--- config.mk ---
export PLATFORM = sky130hd
export DESIGN_NAME = mem_access_stage
export DESIGN_NICKNAME = d
export VERILOG_FILES = /design/src/rtl/mem_access_stage.sv
export SDC_FILE = /design/constraint.sdc
export NUM_CORES = 1
export LEC_CHECK = 0
export BUFFER_PORTS_ARGS = -buffer_cell sky130_fd_sc_hd__buf_2
export CORE_AREA = 2 2 145 147
export CTS_CLUSTER_SIZE = 28
export DETAILED_ROUTE_END_ITERATION = 10
export DIE_AREA = 0 0 147 149
export GPL_ROUTABILITY_DRIVEN = 0
export PLACE_DENSITY = 0.82
export SETUP_SLACK_MARGIN = 0.1
export SYNTH_ARGS = -nofsm -noshare
export SYNTH_HDL_FRONTEND = slang
export SYNTH_SLANG_ARGS = --single-unit
--- constraint.sdc ---
create_clock -name clk -period 7 [get_ports clk]
set_clock_uncertainty 0.2 [all_clocks]
set_input_delay 0.35 -clock clk [delete_from_list [all_inputs] [get_ports clk]]
set_output_delay 0.35 -clock clk [all_outputs]
set_load 0.01 [all_outputs]
--- src/rtl/mem_access_stage.sv ---
// MEM stage of the RV32I pipeline: turns EX loads/stores into data-bus transactions with byte
// enables, stalls the front of the pipe until the bus completes, and registers the MEM/WB word.
module mem_access_stage #(
  parameter int MAX_WAIT = 16
) (
  input  logic        clk,
  input  logic        rst,
  input  logic        ex_valid,
  input  logic [31:0] ex_instr,
  input  logic [31:0] ex_result,
  input  logic [31:0] ex_store_data,
  input  logic [31:0] ex_pc,
  input  logic        ex_lt,
  input  logic        ex_ltu,
  output logic        mem_stall,
  output logic        dmem_req,
  output logic        dmem_we,
  output logic [31:0] dmem_addr,
  output logic [31:0] dmem_wdata,
  output logic [3:0]  dmem_be,
  input  logic [31:0] dmem_rdata,
  input  logic        dmem_ready,
  output logic        wb_valid,
  output logic [31:0] wb_instr,
  output logic [31:0] wb_result,
  output logic [31:0] wb_read_data,
  output logic [31:0] wb_pc,
  output logic        wb_lt,
  output logic        wb_ltu,
  output logic [1:0]  wb_exc
);

  localparam int CNT_W = (MAX_WAIT > 2) ? $clog2(MAX_WAIT) : 1;

  typedef enum logic {IDLE, WAIT} state_t;

  state_t           state;
  logic [CNT_W-1:0] wait_cnt;
  logic [1:0]       addr_lo;

  logic [6:0]  opcode;
  logic [2:0]  funct3;
  logic        is_load;
  logic        is_store;
  logic        is_mem;
  logic        misaligned;
  logic        start;
  logic        timeout;
  logic [3:0]  be_new;
  logic [31:0] wdata_new;
  logic [31:0] rdata_aligned;

  assign opcode   = ex_instr[6:0];
  assign funct3   = ex_instr[14:12];
  assign is_load  = (opcode == 7'b0000011);
  assign is_store = (opcode == 7'b0100011);
  assign is_mem   = is_load || is_store;

  assign misaligned = is_mem &&
                      (((funct3[1:0] == 2'b01) && ex_result[0]) ||
                       ((funct3[1:0] == 2'b10) && (ex_result[1:0] != 2'b00)));

  assign start   = ex_valid && is_mem && !misaligned;
  assign timeout = (wait_cnt == CNT_W'(MAX_WAIT - 1));

  // Stall is gated by rst so that every output reads 0 while reset is held.
  always_comb begin
    mem_stall = 1'b0;
    if (!rst) begin
      if (state == IDLE) mem_stall = start;
      else               mem_stall = !dmem_ready && !timeout;
    end
  end

  always_comb begin
    be_new    = 4'b1111;
    wdata_new = ex_store_data;
    if (is_store) begin
      case (funct3[1:0])
        2'b00: begin
          be_new    = 4'b0001 << ex_result[1:0];
          wdata_new = {4{ex_store_data[7:0]}};
        end
        2'b01: begin
          be_new    = ex_result[1] ? 4'b1100 : 4'b0011;
          wdata_new = {2{ex_store_data[15:0]}};
        end
        default: ;
      endcase
    end
  end

  // Lane alignment only; bytes above the access width are left for WB to mask or extend.
  assign rdata_aligned = dmem_rdata >> {addr_lo, 3'b000};

  always_ff @(posedge clk or posedge rst) begin
    if (rst) begin
      state        <= IDLE;
      wait_cnt     <= '0;
      addr_lo      <= 2'b00;
      dmem_req     <= 1'b0;
      dmem_we      <= 1'b0;
      dmem_addr    <= '0;
      dmem_wdata   <= '0;
      dmem_be      <= '0;
      wb_valid     <= 1'b0;
      wb_instr     <= '0;
      wb_result    <= '0;
      wb_read_data <= '0;
      wb_pc        <= '0;
      wb_lt        <= 1'b0;
      wb_ltu       <= 1'b0;
      wb_exc       <= 2'b00;
    end else begin
      case (state)
        IDLE: begin
          if (start) begin
            state      <= WAIT;
            wait_cnt   <= '0;
            addr_lo    <= ex_result[1:0];
            dmem_req   <= 1'b1;
            dmem_we    <= is_store;
            dmem_addr  <= {ex_result[31:2], 2'b00};
            dmem_be    <= be_new;
            dmem_wdata <= wdata_new;
            wb_valid   <= 1'b0;
          end else if (ex_valid) begin
            wb_valid     <= 1'b1;
            wb_instr     <= ex_instr;
            wb_result    <= ex_result;
            wb_read_data <= '0;
            wb_pc        <= ex_pc;
            wb_lt        <= ex_lt;
            wb_ltu       <= ex_ltu;
            wb_exc       <= misaligned ? 2'b01 : 2'b00;
          end else begin
            wb_valid <= 1'b0;
          end
        end
        WAIT: begin
          // ex_* is held stable while stalled, so it still describes this access here.
          if (dmem_ready || timeout) begin
            state        <= IDLE;
            dmem_req     <= 1'b0;
            wb_valid     <= 1'b1;
            wb_instr     <= ex_instr;
            wb_result    <= ex_result;
            wb_pc        <= ex_pc;
            wb_lt        <= ex_lt;
            wb_ltu       <= ex_ltu;
            wb_read_data <= (dmem_ready && !dmem_we) ? rdata_aligned : 32'd0;
            wb_exc       <= dmem_ready ? 2'b00 : 2'b10;
          end else begin
            wait_cnt <= wait_cnt + 1'b1;
            wb_valid <= 1'b0;
          end
        end
        default: state <= IDLE;
      endcase
    end
  end

endmodule

* After elaboration in Yosys (flattened, before gate mapping)
Cells that the tools add are included.
** Storage, ports and cells
- Output and inout bits :: 204
- Flip-flop bits (word level) :: 208
** Operators by class
- Bitwise gates (word level) :: 1
- Multiplexer cells :: 51
- Add/subtract/negate cells :: 1
- Equal/unequal tests :: 10
- Reductions and logical operators :: 20
- Shifts and indexed selects :: 2
** Operator list (number)
- 32-bit two-way mux :: 14
- 32-bit case mux with 2 select lines :: 5
- 32-bit by 5-bit right shift with 32-bit output :: 1
- 1-bit two-way mux :: 16
- 4-bit two-way mux :: 4
- 4-bit case mux with 2 select lines :: 2
- 1-bit case mux with 2 select lines :: 5
- 2-bit two-way mux :: 4
- 2-bit != test, second input constant :: 4
- 7-bit by 2-bit equality test with 1-bit output, second input constant :: 1
- 7-bit by 6-bit equality test with 1-bit output, second input constant :: 1
- 1-bit logical AND :: 7
- 2-bit AND reduction :: 3
- 4-bit by 1-bit adder with 4-bit output, second input constant :: 1
- 4-bit equality test, second input constant :: 1
- 1-bit logical NOT :: 4
- 2-bit case mux with 2 select lines :: 1
- 1-bit by 2-bit << shifter with 4-bit output, first input constant :: 1
- 1-bit logical OR :: 3
- 3-bit AND reduction :: 1
- 2-bit by 1-bit equality test with 1-bit output, second input constant :: 1
- 2-bit equality test, second input constant :: 1
- 2-bit logical NOT :: 1
- 2-bit by 1-bit != test with 1-bit output, second input constant :: 1
- other kinds (2) :: 2

* Depth between registers and ports, before layout
- Depth after elaboration :: 8
- Mapped depth :: 7

* Worst setup path after synthesis
OpenSTA, ideal clock, no wires.
- Kind :: flip-flop to flip-flop
- From :: register wait_cnt[0]
- To :: register wb_instr[10]
- Setup time :: 0.127 ns
- Arrival :: 1.866 ns
- Setup slack :: 4.807 ns
- Data required time :: 6.673 ns
- Cell stages (with the launch flop) :: 8
- Cells stage by stage :: dfrtp_1 -> ha_1 -> a31oi_1 -> nor2b_1 -> a21oi_4 -> inv_2 -> buf_6 -> mux2_1
** On the way
- Cells in the longest elaborated chain, start to end :: 4
** Ends and longest elaborated chain
- start, declared :: line 38 : logic [CNT_W-1:0] wait_cnt;
- start signal, assigned :: line 154 : wait_cnt <= wait_cnt + 1'b1;
- 4-bit equality test :: line 64 : assign timeout = (wait_cnt == CNT_W'(MAX_WAIT - 1));
- 1-bit logical OR :: line 142 : if (dmem_ready || timeout) begin
- 2-bit by 1-bit != test with 1-bit output (no source line)
- 3-bit AND reduction (no source line)
- end signal, assigned :: line 129 : wb_instr <= ex_instr;
- end signal, assigned :: line 146 : wb_instr <= ex_instr;
- end, declared :: line 24 : output logic [31:0] wb_instr,
No other way between the ends.
A chain may end at the register's enable or synchronous reset.

* Worst setup path after layout
- From :: input port ex_instr[13]
- To :: output port mem_stall
** On the way
- Cells in the longest elaborated chain, start to end :: 8
- Elaborated cells between the ends (all ways) :: 10
- Classes of those cells :: eq/ne (2); mux (2); reduce/logical (6)
** Ends and longest elaborated chain
- start, declared :: line 9 : input logic [31:0] ex_instr,
- 2-bit by 1-bit equality test with 1-bit output or 2-bit equality test (tied branches) :: line 60, 61
- 1-bit logical AND (on tied branches) :: line 60, 61
- 1-bit logical OR (*) :: line 60 : (((funct3[1:0] == 2'b01) && ex_result[0]) ||
- 1-bit logical AND (*) :: line 59 : assign misaligned = is_mem &&
- 1-bit logical NOT (*) :: line 63 : assign start = ex_valid && is_mem && !misaligned;
- 1-bit logical AND (*) :: line 63
- 1-bit two-way mux (*) :: line 70 : if (state == IDLE) mem_stall = start;
- 1-bit two-way mux (*) :: line 69 : if (!rst) begin
- end, declared :: line 15 : output logic mem_stall,
Every way passes the cells marked *; elsewhere a longest branch is shown, timed or not.

==> results.cfg <==
[outcome]
status = completed

[synth]
synth_warnings = 0
yosysUniqueCellTypes = 39
yosysSeqAreaShare_pct = 60.6
synth_area_sq_um = 8590
postSynthAreaPerCell_sq_um = 13.7
yosysTopAreaCell = dfrtp_1
synth_edf_count = 0
ys_ff_latch = 208
dominantRegCellSynth = dfrtp_1
synth_cells = 629
async_reset_ff_share_pct = 100
yosysTopAreaCellShare_pct = 60.6
yosys-top-cells-area = dfrtp_1, mux2_1, mux2_2

[sta]
hold_viol = 0
fmax_mhz = 270
relSlewSlack_pct = 33.2
layout_setup_ws_ns = 3.29
setup_violations = 0
fin_crit_ns = 3.71
post-route-period-util_pct = 52.9
rsz0062_at_grt = no
slew_viol_final = 0
tns_ns = 0
worstMarginPinSlew_ns = 1.00

[floorplan]
floorplan.initialDensity_pct = 41.8
die_width_microns = 147
die_area_sq_um = 21900
coreArea_sq_um = 20600
io_pins = 370
rows = 53
die_h_microns = 149

[critical_path]
end_kind = primary output
crit_family = buffers and inverters
slowest_delay_ns = 0.69
crit_required_ns = 6.45
crit_top_cell = buf_2
cp_slowest_cell = o2111ai_4
start_kind = primary input
path_buf_inv = 4
cp_cell_sequence = dlygate4sd3_1, buf_2, xnor2_1, o2111ai_4, or2_2, buf_4, a21oi_1, buf_2
path_class = primary input to primary output
path_max_fanout = 70
crit_arrival_ns = 3.16

[clock_tree]
clk_path_buf_depth = 3
cts.clk_slew.worst_paths_ns = 0.06
clk_latency_ns = 0.49
cts_tree = yes
htree_levels = 1
cts.sinks = 208
cts_made_buffers = 22
clk_root_buffer_cell = clkbuf_16

[global_routing]
grt_antenna_before_repair = 1
grt_pass1_vias = 7745
overflow = 0
grt_max_degree = 129
grt_pass1_wl_mm = 40.8
grtUsageTotal_pct = 23.2

[power]
comb_power_share_pct = 16.8
vdd_drop_max_mv = 0.190
power_switching_mw = 0.790
p_int_mw = 2.30
power.leakage_nw = 6.42
p_per_area_nw_per_um2 = 243
switching_share_pct = 25.5
seq_power_share_pct = 44.7
pwr-share-clk_pct = 38.5

[route]
postRouteAntennaNets = 0
viasPerCell = 5.17
vias = 7320
drc_errors = 0
first_pass_iters = 5
wirelength_mm = 26.3
wl_per_cell_microns = 18.6
first_iter_violations = 347

[hold_path]
hold_class = primary input to flip-flop

[final_layout]
final_util_pct = 62.0
area.growth.synth_to_final_pct = 48.4
layout-drive-gt1-share_pct = 41.3
num-fill-cells = 1506
nNetsFinal = 1293

[job]
drv_cap = 0

[placed_design]
place_hpwl_mm = 16.1
pre_cts_slack_ns = 3.29
io_buffers = 367
-- logic make-up (layout without fill, tap and decap cells) --
family / after synthesis / after routing / share of synthesized area [%]
compound gates: 139 / 139 / 10.1
xor+xnor: 3 / 3 / 0.306
fa+ha+maj: 1 / 1 / 0.146
buf+inv: 47 / 558 / 3.10
flops: 208 / 208 / 60.6
mux: 177 / 177 / 22.7
other cells: 1 / 3 / 0.0437
simple gates: 53 / 53 / 2.99
-- metrics by stage --
step / power [mW] / instance area [sq um] / hold slack (ns) / std cells
after floorplan: 1.63 / 8590 / 0.271 / 630
after global placement: 1.83 / 10600 / 0.262 / 1236
after detailed placement: 1.85 / 10600 / 0.264 / 1236
after CTS: 3.10 / 12700 / 0.00669 / 1416
after global routing: 3.22 / 12800 / 0.0406 / 1417
final: 3.09 / 12800 / 0.0163 / 1417
-- synthesized netlist by cell type, types with 10 or more instances --
cell type,number
clkbuf_1,16
o21ai_0,68
nand2_1,12
a22o_1,10
a21oi_1,29
nor2_1,21
buf_2,12
mux2_1,89
mux2i_1,33
o2bb2ai_1,24
dfrtp_1,208
mux2_2,55
-- registers in the layout (all words and copies together) (netlist names) --
| register | flops |
|---|---|
| wb_result | 32 |
| dmem_req | 1 |
| wb_lt | 1 |
| dmem_addr | 30 |
| wait_cnt | 4 |
| dmem_be | 4 |
| wb_read_data | 32 |
| dmem_wdata | 32 |
| dmem_we | 1 |
| state | 1 |
| wb_exc | 2 |
| wb_valid | 1 |
| wb_instr | 32 |
| addr_lo | 2 |
| wb_pc | 32 |
| wb_ltu | 1 |
-- worst paths after layout --
kind	cells after the start	endpoint	slack, ns	from
max	8	mem_stall	3.29	ex_instr[13]
min	3	dmem_wdata[29]	0.02	ex_store_data[29]
max reg2reg	7	wb_result[11]	3.65	wait_cnt[0]
min reg2reg	1	wb_pc[24]	0.28	wb_pc[24]
max in group asynchronous	4	wb_result[1]	4.57	rst
min in group asynchronous	3	wb_instr[5]	0.38	rst
-- timing repair --
action                                  CTS  global route
hold endpoints to repair                306             0
resized for setup                         0             0
hold buffers                            141             0
endpoints found under the setup margin    0             0
buffers inserted                          0             0
-- layer usage --
| metal | track usage [%] | share of wire (%) | up-vias |
|---|---|---|---|
| li1 | - | - | 3253 |
| met1 | 26.8 | 37 | 3590 |
| met2 | 41.4 | 51 | 382 |
| met3 | 5.72 | 7.8 | 95 |
| met4 | 9.47 | 3.9 | 0 |
| met5 | 0 | 0 | - |
-- layout by cell type (no fill, tap or decap), types with 2 or more instances in the layout --
master / Yosys / routed
a21oi_1: 29 / 29
nand3_1: 4 / 4
buf_2: 12 / 367
xor2_1: 2 / 2
mux2i_1: 33 / 33
mux2_2: 55 / 55
or2_2: 2 / 3
nand2_1: 12 / 12
clkbuf_1: 16 / 5
clkinv_2: 0 / 2
nand2b_1: 4 / 4
nor2b_1: 3 / 3
nor2_1: 21 / 21
clkbuf_8: 0 / 9
o21ai_0: 68 / 68
inv_1: 3 / 2
o2bb2ai_1: 24 / 24
clkbuf_16: 0 / 23
conb_1: 1 / 2
nand3b_1: 2 / 2
buf_4: 2 / 7
a22o_1: 10 / 10
mux2_1: 89 / 89
dfrtp_1: 208 / 208
dlygate4sd3_1: 0 / 141
-- worst min-delay path, cell delays in order --
cell	delay, ns
buf_2	0.10
a21oi_1	0.10
o21ai_0	0.10
-- area by class of cell --
class                      instances  area, sq um  area share, %
tap                              275          344           2.70
inverter                           4         23.8          0.186
multi-input combinational        375         3120           24.5
clock inverter                     2         35.0          0.275
timing repair buffer             515         3300           25.9
sequential                       208         5200           40.8
clock buffer                      37          718           5.63
antenna                            1         2.50         0.0196
-- power by group through the flow --
stage               sequential (mW)  combinational [mW]  clock, mW
floorplan                      1.44               0.185          0
global placement               1.39               0.439          0
detailed placement             1.40               0.450          0
CTS                            1.38               0.514       1.21
global route                   1.39               0.561       1.27
finish                         1.38               0.521       1.19
(Power assumes the default switching activity.)
